[config.mk]
export PLATFORM = sky130hd
export DESIGN_NAME = can_error_frame_gen
export DESIGN_NICKNAME = d
export VERILOG_FILES = /design/src/rtl/can_error_frame_gen.sv
export SDC_FILE = /design/constraint.sdc
export NUM_CORES = 1
export LEC_CHECK = 0
export CORE_MARGIN = 2
export CORE_UTILIZATION = 47
export CTS_BUF_LIST = sky130_fd_sc_hd__clkbuf_4
export DETAILED_ROUTE_END_ITERATION = 8
export GPL_ROUTABILITY_DRIVEN = 1
export GPL_TIMING_DRIVEN = 0
export PLACE_DENSITY = 0.88
export SYNTH_ARGS = -nofsm -noshare
export SYNTH_HDL_FRONTEND = slang
export SYNTH_SLANG_ARGS = --single-unit
[constraint.sdc]
create_clock -name clk -period 1.8 [get_ports clk]
set_input_delay 0.54 -clock clk [delete_from_list [all_inputs] [get_ports clk]]
set_output_delay 0.54 -clock clk [all_outputs]
set_load 0.01 [all_outputs]
[src/rtl/can_error_frame_gen.sv]
// CAN error frame generator: sends a 6-bit error flag, then an 8-bit recessive delimiter.
// Latency: one clk from the triggering sample_point or bus_off/rst edge to the registered outputs.
// Backpressure: none. Error pulses are accepted only in IDLE and are dropped while a frame is in progress.
module can_error_frame_gen (
    input  logic       clk,
    input  logic       rst,
    input  logic       sample_point,
    input  logic       rx_bit,
    input  logic       bit_error,
    input  logic       stuff_error,
    input  logic       crc_error,
    input  logic       form_error,
    input  logic       ack_error,
    input  logic       error_passive,
    input  logic       bus_off,
    output logic       tx_bit,
    output logic       err_frame_active,
    output logic       dominant_after_flag,
    output logic       delim_form_error,
    output logic       frame_done,
    output logic [4:0] err_cause
);

    typedef enum logic [1:0] {
        IDLE       = 2'd0,
        FLAG       = 2'd1,
        WAIT_DELIM = 2'd2,
        DELIM      = 2'd3
    } state_t;

    // The flag ends on the sample with flag_cnt == 5, which gives six flag bits.
    localparam logic [2:0] FLAG_LAST  = 3'd5;
    // The first recessive delimiter bit is counted in WAIT_DELIM, so delim_cnt == 7 marks the eighth bit.
    localparam logic [2:0] DELIM_LAST = 3'd7;

    state_t     state;
    state_t     state_nxt;
    logic [2:0] flag_cnt;
    logic [2:0] flag_cnt_nxt;
    logic [2:0] delim_cnt;
    logic [2:0] delim_cnt_nxt;
    logic       pending;
    logic       pending_nxt;
    logic       passive_mode;
    logic       passive_mode_nxt;
    logic [4:0] cause_nxt;
    logic       tx_nxt;
    logic       active_nxt;
    logic       dom_nxt;
    logic       dfe_nxt;
    logic       done_nxt;

    logic [4:0] err_in;
    logic       err_any;

    assign err_in  = {bit_error, stuff_error, crc_error, form_error, ack_error};
    assign err_any = |err_in;

    // Next-state logic and next-output logic. bus_off overrides everything else.
    always_comb begin
        state_nxt        = state;
        flag_cnt_nxt     = flag_cnt;
        delim_cnt_nxt    = delim_cnt;
        pending_nxt      = pending;
        passive_mode_nxt = passive_mode;
        cause_nxt        = err_cause;
        dom_nxt          = 1'b0;
        dfe_nxt          = 1'b0;
        done_nxt         = 1'b0;

        if (bus_off) begin
            state_nxt     = IDLE;
            flag_cnt_nxt  = 3'd0;
            delim_cnt_nxt = 3'd0;
            pending_nxt   = 1'b0;
            cause_nxt     = 5'd0;
        end else begin
            case (state)
                IDLE: begin
                    if (err_any) begin
                        pending_nxt = 1'b1;
                        cause_nxt   = err_cause | err_in;
                    end
                    // An error arriving on the sample itself starts the flag on that bit.
                    if (sample_point && (pending || err_any)) begin
                        state_nxt        = FLAG;
                        flag_cnt_nxt     = 3'd0;
                        delim_cnt_nxt    = 3'd0;
                        passive_mode_nxt = error_passive;
                        pending_nxt      = 1'b0;
                    end
                end

                FLAG: begin
                    if (sample_point) begin
                        if (flag_cnt == FLAG_LAST) begin
                            state_nxt    = WAIT_DELIM;
                            flag_cnt_nxt = 3'd0;
                        end else begin
                            flag_cnt_nxt = flag_cnt + 3'd1;
                        end
                    end
                end

                WAIT_DELIM: begin
                    // Other nodes may still be flagging; keep waiting for the first recessive bit.
                    if (sample_point) begin
                        if (!rx_bit) begin
                            dom_nxt = 1'b1;
                        end else begin
                            state_nxt     = DELIM;
                            delim_cnt_nxt = 3'd1;
                        end
                    end
                end

                DELIM: begin
                    if (sample_point) begin
                        if (!rx_bit) begin
                            // A corrupted delimiter is a form error and restarts the flag.
                            dfe_nxt          = 1'b1;
                            cause_nxt[1]     = 1'b1;
                            state_nxt        = FLAG;
                            flag_cnt_nxt     = 3'd0;
                            delim_cnt_nxt    = 3'd0;
                            passive_mode_nxt = error_passive;
                        end else if (delim_cnt == DELIM_LAST) begin
                            done_nxt      = 1'b1;
                            cause_nxt     = 5'd0;
                            state_nxt     = IDLE;
                            delim_cnt_nxt = 3'd0;
                        end else begin
                            delim_cnt_nxt = delim_cnt + 3'd1;
                        end
                    end
                end

                default: begin
                    state_nxt     = IDLE;
                    flag_cnt_nxt  = 3'd0;
                    delim_cnt_nxt = 3'd0;
                end
            endcase
        end

        // Outputs are computed from the next state so that the registered values line up with it.
        tx_nxt     = !((state_nxt == FLAG) && !passive_mode_nxt);
        active_nxt = (state_nxt != IDLE);
    end

    // State, counters and registered outputs. Synchronous reset.
    always_ff @(posedge clk) begin
        if (rst) begin
            state               <= IDLE;
            flag_cnt            <= 3'd0;
            delim_cnt           <= 3'd0;
            pending             <= 1'b0;
            passive_mode        <= 1'b0;
            err_cause           <= 5'd0;
            tx_bit              <= 1'b1;
            err_frame_active    <= 1'b0;
            dominant_after_flag <= 1'b0;
            delim_form_error    <= 1'b0;
            frame_done          <= 1'b0;
        end else begin
            state               <= state_nxt;
            flag_cnt            <= flag_cnt_nxt;
            delim_cnt           <= delim_cnt_nxt;
            pending             <= pending_nxt;
            passive_mode        <= passive_mode_nxt;
            err_cause           <= cause_nxt;
            tx_bit              <= tx_nxt;
            err_frame_active    <= active_nxt;
            dominant_after_flag <= dom_nxt;
            delim_form_error    <= dfe_nxt;
            frame_done          <= done_nxt;
        end
    end

endmodule

==> results of run 1 <==
[metal layers]
| layer | up-vias | global-route usage [%] |
|---|---|---|
| met5 | - | 0 |
| met1 | 471 | 23.1 |
| met4 | 0 | 10.8 |
| met3 | 11 | 3.22 |
| li1 | 482 | - |
| met2 | 28 | 35.9 |
[logic make-up (layout without fill, tap and decap cells)]
group | Yosys count | count (layout) | synth area share, %
flip-flops | 20 | 20 | 38.5
AO/OA/AOI/OAI | 37 | 37 | 25.7
buffers and inverters | 11 | 35 | 6.01
AND/OR/NAND/NOR | 43 | 43 | 21.6
adder cells (fa/ha/maj) | 6 | 6 | 7.21
multiplexers | 1 | 1 | 0.962
[stage by stage]
step | power (uW) | hold WS, ns | instances
floorplan | 579 | 0.431 | 118
global placement | 640 | 0.450 | 165
detailed placement | 647 | 0.459 | 165
CTS | 868 | 0.484 | 171
global route | 920 | 0.458 | 170
finish | 872 | 0.468 | 170
[synth_stat cells]
cell type | number | area, um2
and3_1 | 2 | 12.5
clkbuf_1 | 2 | 7.51
dfxtp_1 | 20 | 400
clkbuf_2 | 1 | 5.00
or2_2 | 1 | 6.26
nand2b_1 | 1 | 6.26
a31o_2 | 1 | 8.76
a21oi_1 | 8 | 40.0
nand3_1 | 5 | 25.0
or4_4 | 1 | 11.3
inv_1 | 6 | 22.5
nand2_1 | 8 | 30.0
a21oi_2 | 1 | 8.76
o31ai_1 | 2 | 15.0
o21ai_0 | 8 | 40.0
mux2i_1 | 1 | 10.0
nand4b_1 | 2 | 17.5
a221oi_1 | 2 | 17.5
o22ai_1 | 2 | 12.5
o31a_2 | 2 | 20.0
nor2b_1 | 3 | 18.8
o21bai_1 | 1 | 7.51
a31oi_1 | 2 | 12.5
or3_4 | 1 | 11.3
nor3_1 | 2 | 10.0
nor2_1 | 13 | 48.8
o311a_1 | 1 | 10.0
o221ai_1 | 1 | 8.76
a211o_2 | 1 | 10.0
o311ai_0 | 1 | 8.76
nand4_1 | 1 | 6.26
or3_1 | 2 | 12.5
and2b_2 | 1 | 8.76
o211ai_2 | 1 | 12.5
a22o_2 | 1 | 10.0
clkbuf_8 | 2 | 27.5
ha_1 | 6 | 75.1
o21ba_2 | 1 | 10.0
a2bb2oi_2 | 1 | 15.0
[what timing repair did]
action,CTS,global route
endpoints found under the setup margin,16,15
setup buffers,2,0
gates resized for setup,21,11
hold buffers,0,0
pin swaps,7,5
[cells in the final DEF, fill, tap and decap left out, types with 3 or more instances in the layout]
| cell type | count |
|---|---|
| nor2b_1 | 3 |
| clkbuf_4 | 3 |
| nor2_1 | 13 |
| o21ai_0 | 6 |
| inv_1 | 6 |
| ha_1 | 4 |
| dfxtp_1 | 19 |
| nand3_1 | 5 |
| nand2_1 | 8 |
| clkdlybuf4s50_1 | 12 |
| a21oi_1 | 7 |
[final cells by class]
type,count,area [um2]
fillers,184,796
repair buffers,21,206
well taps,28,35.0
clock buffers,3,22.5
flip-flops and latches,20,402
plain buffers,4,36.3
clock inverters,1,3.75
inverters,6,22.5
multi-input cells,87,624
[worst reg2reg max path: stages, from the launching register on]
cell      delay [ns]
dfxtp_1         0.35
inv_1           0.13
ha_1            0.25
inv_1           0.11
or3_4           0.38
o211ai_2        0.17
a21oi_2         0.09
o21bai_1        0.15
[path summary, 6_finish.rpt]
| path | start | end | cells past startpoint |
|---|---|---|---|
| min | ack_error | err_cause[0] | 3 |
| max | ack_error | err_frame_active | 6 |
| min reg2reg | delim_cnt[2] | delim_cnt[2] | 2 |
| max reg2reg | state[0] | err_frame_active | 7 |
[registers in the layout, summed over array words and instances (netlist names)]
register             cells
err_cause                5
delim_cnt                3
flag_cnt                 3
state                    2
delim_form_error         1
dominant_after_flag      1
err_frame_active         1
frame_done               1
passive_mode             1
pending                  1
tx_bit                   1
[power breakdown]
group	total (uW)	internal, uW	switching, uW
Clock	214	80.9	133
Combinational	189	93.5	95.6
Sequential	468	458	10.2
Total	872	632	239
==> impl_metrics.tcl, run 1 <==
set metrics [dict create \
    grt_pass1_vias 920 \
    die_w_um 51.1 \
    grt_first_pass_wirelength_mm 3.91 \
    critPathBufInv 1 \
    p_leak_uw 0.000543 \
    wl_per_cell_um 15.0 \
    vias_per_cell 5.84 \
    place_ws_ns -0.697 \
    clock.fmax_ghz 0.559 \
    cts_root_buf "clkbuf_4" \
    fp.dieH_um 51.1 \
    ys_ff_latch 20 \
    wirelength_mm 2.55 \
    drtIter0Drc 38 \
    layout-drive-gt1-share_pct 23.9 \
    portBuffers 19 \
    rrSetupSlack_ns 0.07 \
    clkSinkCount 20 \
    status "finished, final reports clean" \
    rsz0062_at_grt "yes" \
    diodes 0 \
    grt_start_max_net_pins 12 \
    fin_tns_setup_ns 0 \
    clk_latency_ns 0.30 \
    endpoint_kind "flop" \
    dr_total_vias 992 \
    ioPinCount 21 \
    path_clk_slew_ns 0.11 \
    grt_usage_pct 20.3 \
    dr_wl_met3_um 110 \
    powerDensity_mw_per_mm2 644 \
    cts_tree "done" \
    rows 17 \
    dieArea_mm2 0.00261 \
    cp_data_arrival_time_ns 1.98 \
    antenna_left 0 \
    dr.max_layer_used "met4" \
    syn_nets 135 \
    syn_avg_cell_area_um2 8.82 \
    dp_hpwl_mm 1.80 \
    crit_type "in -> reg" \
    cp_max_fo 6 \
    numCtsBuffers 3 \
    fin_crit_ns 1.79 \
    antenna_found_initial 0 \
    required_ns 2.00 \
    hold_viol 0 \
    gp_congestion 0.875 \
    hold_path.class "in -> reg" \
    synth_seq_area_share_pct 38.5 \
    dpl_cell_area_mm2 0.00127 \
    met2_length_mm 1.29 \
    maxCapViolations 0 \
    wl_met1_mm 1.07 \
    remaining_drc_errors 0 \
    setup_viol 0 \
    critPathSlowestCell "or4_4" \
    finClkSkew_ns 0.00457 \
    maxSlewHeadroom_pct 60.0 \
    clock_path_buffers 2 \
    finalCritPeriodShare_pct 99.4 \
    path_delay_family "simple AND/OR/NAND/NOR gates" \
    final_area_mm2 0.00135 \
    htreeDepth 1 \
    start_util_pct 48.5 \
    dr.pass1.iters 4 \
    final_max_slew_viol_count 0 \
    tightest_slew_ns 0.597 \
    syn-cell-area_mm2 0.00104 \
    synth_warnings 0 \
    area_delta_synth_final_pct 29.9 \
    synthCells 118 \
    fin_nets 160 \
    max-vdd-ir-drop_mv 0.626 \
    layout_setup_ws_ns 0.0104 \
    core_area_mm2 0.00215 \
    globalRoute.totalOverflow 0 \
    path_cells "buf_6 > or4_4 > or3_4 > o211ai_2 > a21oi_2 > o21bai_1" \
    synth_cell_types 39 \
    worstSetupStartpointType "input pin" \
    slowest_delay_ns 0.58 \
    fin_util_pct 63.0 \
]
(Power assumes the default switching activity.)
==> run 2, diff against run 1 <==
--- a/config.mk
+++ b/config.mk
@@ -5,13 +5,15 @@
 export SDC_FILE = /design/constraint.sdc
 export NUM_CORES = 1
 export LEC_CHECK = 0
+export CELL_PAD_IN_SITES_DETAIL_PLACEMENT = 0
+export CELL_PAD_IN_SITES_GLOBAL_PLACEMENT = 1
 export CORE_MARGIN = 2
-export CORE_UTILIZATION = 47
+export CORE_UTILIZATION = 35
 export CTS_BUF_LIST = sky130_fd_sc_hd__clkbuf_4
 export DETAILED_ROUTE_END_ITERATION = 8
 export GPL_ROUTABILITY_DRIVEN = 1
 export GPL_TIMING_DRIVEN = 0
-export PLACE_DENSITY = 0.88
+export PLACE_DENSITY = 0.87
 export SYNTH_ARGS = -nofsm -noshare
 export SYNTH_HDL_FRONTEND = slang
 export SYNTH_SLANG_ARGS = --single-unit
==> run 2 against run 1 <==
Net effect:
- combinational power rose by 3%
- non-clock buffer count increased by 3
- critical path depth stayed put
- routed wire length down 2.4%
- sequential share of layout area shrank 0.49 points
- via count decreased by 2.7%
- worst hold slack better by 0.0078 ns
- largest power group unchanged
- setup slack improved by 0.0088 ns
- critical endpoint unchanged
- power up 2.0%
- register-to-register slack gained 0.02 ns
==> impl_metrics.tcl, run 2 (synthesis gave the netlist of run 1 again) <==
set metrics [dict create \
    hold_ws_ns 0.476 \
    dp_hpwl_mm 1.79 \
    htreeDepth 1 \
    cp_data_arrival_time_ns 1.99 \
    hold_viol 0 \
    dr_wl_met3_um 122 \
    vias_per_cell 5.48 \
    rows 19 \
    drtIter0Drc 12 \
    instances_no_fill 176 \
    dr.pass1.iters 4 \
    fp.dieH_um 58.5 \
    path_cells "buf_6 > or4_4 > or3_4 > o211ai_2 > a21oi_2 > o21bai_1" \
    largest_reg_flops 5 \
    startpoint "crc_error" \
    endpoint "err_frame_active" \
    cp_max_fo 6 \
    setup_viol 0 \
    endpoint_kind "flop" \
    grt_start_max_net_pins 12 \
    numCtsBuffers 3 \
    required_ns 2.01 \
    wl_met1_mm 1.14 \
    rsz0062_at_grt "yes" \
    nFillCells 278 \
    powerDensity_mw_per_mm2 647 \
    clock_path_buffers 2 \
    wl_per_cell_um 14.2 \
    dp.cells 168 \
    core_area_mm2 0.00278 \
    die_w_um 58.5 \
    antenna_left 0 \
    cts_hold_buf 0 \
    grt_pass1_vias 939 \
    globalRoute.totalOverflow 0 \
    fin_util_pct 49.4 \
    layout_common_cells "dfxtp_1, nor2_1, clkdlybuf4s50_1" \
    start_util_pct 37.4 \
    max-vdd-ir-drop_mv 0.417 \
    critPathSlowestCell "or4_4" \
    crit_type "in -> reg" \
    dieArea_mm2 0.00343 \
    dr_total_vias 965 \
    gp_congestion 0.809 \
    maxSlewHeadroom_pct 62.5 \
    maxCapViolations 0 \
    clock.fmax_ghz 0.562 \
    top_register "err_cause" \
    status "finished, final reports clean" \
    layout-drive-gt1-share_pct 27.6 \
    slowest_delay_ns 0.57 \
    grt_first_pass_wirelength_mm 4.08 \
    cts_tree "done" \
    remaining_drc_errors 0 \
    ioPinCount 21 \
    clk_latency_ns 0.31 \
    worstReg2RegStart "state[0]" \
    mostFrequentLayoutCell "dfxtp_1" \
    fin_tns_setup_ns 0 \
    p_leak_uw 0.000548 \
    hold_path.class "reg -> reg" \
    cts_root_buf "clkbuf_4" \
    fin_crit_ns 1.78 \
    path_clk_slew_ns 0.12 \
    finalCritPeriodShare_pct 98.9 \
    final_max_slew_viol_count 0 \
    grt_usage_pct 15.3 \
    r2r_cells 7 \
    dr.max_layer_used "met4" \
    reg2reg_to "err_frame_active" \
    antenna_found_initial 0 \
    wirelength_mm 2.49 \
    tightest_slew_ns 0.560 \
    rrSetupSlack_ns 0.09 \
    fin_nets 163 \
    worstSetupStartpointType "input pin" \
    area_delta_synth_final_pct 32.1 \
    finClkSkew_ns 0.0143 \
    clkSinkCount 20 \
    met2_length_mm 1.18 \
    portBuffers 19 \
    diodes 0 \
    reg.largest.list "err_cause: 5 flops, delim_cnt: 3 flops, flag_cnt: 3 flops" \
]
## run 2: how the worst min path moves through the flow
stage / slack [ns] / start / cells past startpoint / endpoint
global placement: 0.45 / err_cause[0] / 2 / err_cause[0]
global route: 0.51 / ack_error / 3 / err_cause[0]
detailed placement: 0.45 / passive_mode / 2 / tx_bit
finish: 0.48 / delim_cnt[2] / 2 / delim_cnt[2]
CTS: 0.47 / ack_error / 3 / err_cause[0]
floorplan: 0.43 / passive_mode / 2 / tx_bit
## run 2: layer usage
metal | vias to the layer above | track usage [%]
met5 | - | 0
met2 | 22 | 24.9
met1 | 452 | 18.2
met3 | 6 | 5.49
li1 | 485 | -
met4 | 0 | 6.64
## run 2: what timing repair did
item                                   CTS  global route
gates resized for setup                 20            12
setup endpoints to repair               16            16
endpoints found under the hold margin    0             0
buffers inserted                         4             1
pin swaps                                5             5
## run 2: worst max-delay path: cells and delay by family
kind,cells,cell delay [ns]
AND/OR/NAND/NOR,2,0.93
buffers and inverters,1,0.09
AO/OA/AOI/OAI,3,0.42
## run 2: area by class of cell
| cell class | count | area [um2] | area share [%] |
|---|---|---|---|
| clock inverter | 1 | 3.75 | 0.273 |
| tap | 31 | 38.8 | 2.82 |
| timing repair buffer | 24 | 231 | 16.8 |
| buffer | 4 | 36.3 | 2.64 |
| multi-input combinational | 87 | 618 | 44.9 |
| inverter | 6 | 22.5 | 1.64 |
| sequential | 20 | 402 | 29.2 |
| clock buffer | 3 | 22.5 | 1.64 |
## run 2: metrics by stage
| stage | total power, uW | worst slack, ns | cell area, um2 |
|---|---|---|---|
| after floorplan | 579 | -0.123 | 1040 |
| after global placement | 643 | -0.648 | 1270 |
| after detailed placement | 646 | -0.682 | 1270 |
| after CTS | 885 | -0.0264 | 1330 |
| after global routing | 933 | -0.0700 | 1380 |
| final | 889 | 0.0192 | 1380 |
## run 2: where the power goes
part / total, uW / internal (uW) / switching (uW)
clock: 228 / 81.0 / 147
combinational: 194 / 99.6 / 94.0
sequential: 468 / 458 / 9.88
==> run 3, diff against run 2 <==
--- a/config.mk
+++ b/config.mk
@@ -11,7 +11,7 @@
 export CORE_UTILIZATION = 35
 export CTS_BUF_LIST = sky130_fd_sc_hd__clkbuf_4
 export DETAILED_ROUTE_END_ITERATION = 8
-export GPL_ROUTABILITY_DRIVEN = 1
+export GPL_ROUTABILITY_DRIVEN = 0
 export GPL_TIMING_DRIVEN = 0
 export PLACE_DENSITY = 0.87
 export SYNTH_ARGS = -nofsm -noshare
==> results of run 3 <==
Final layout, timing and power as in run 2 (identical DEF).
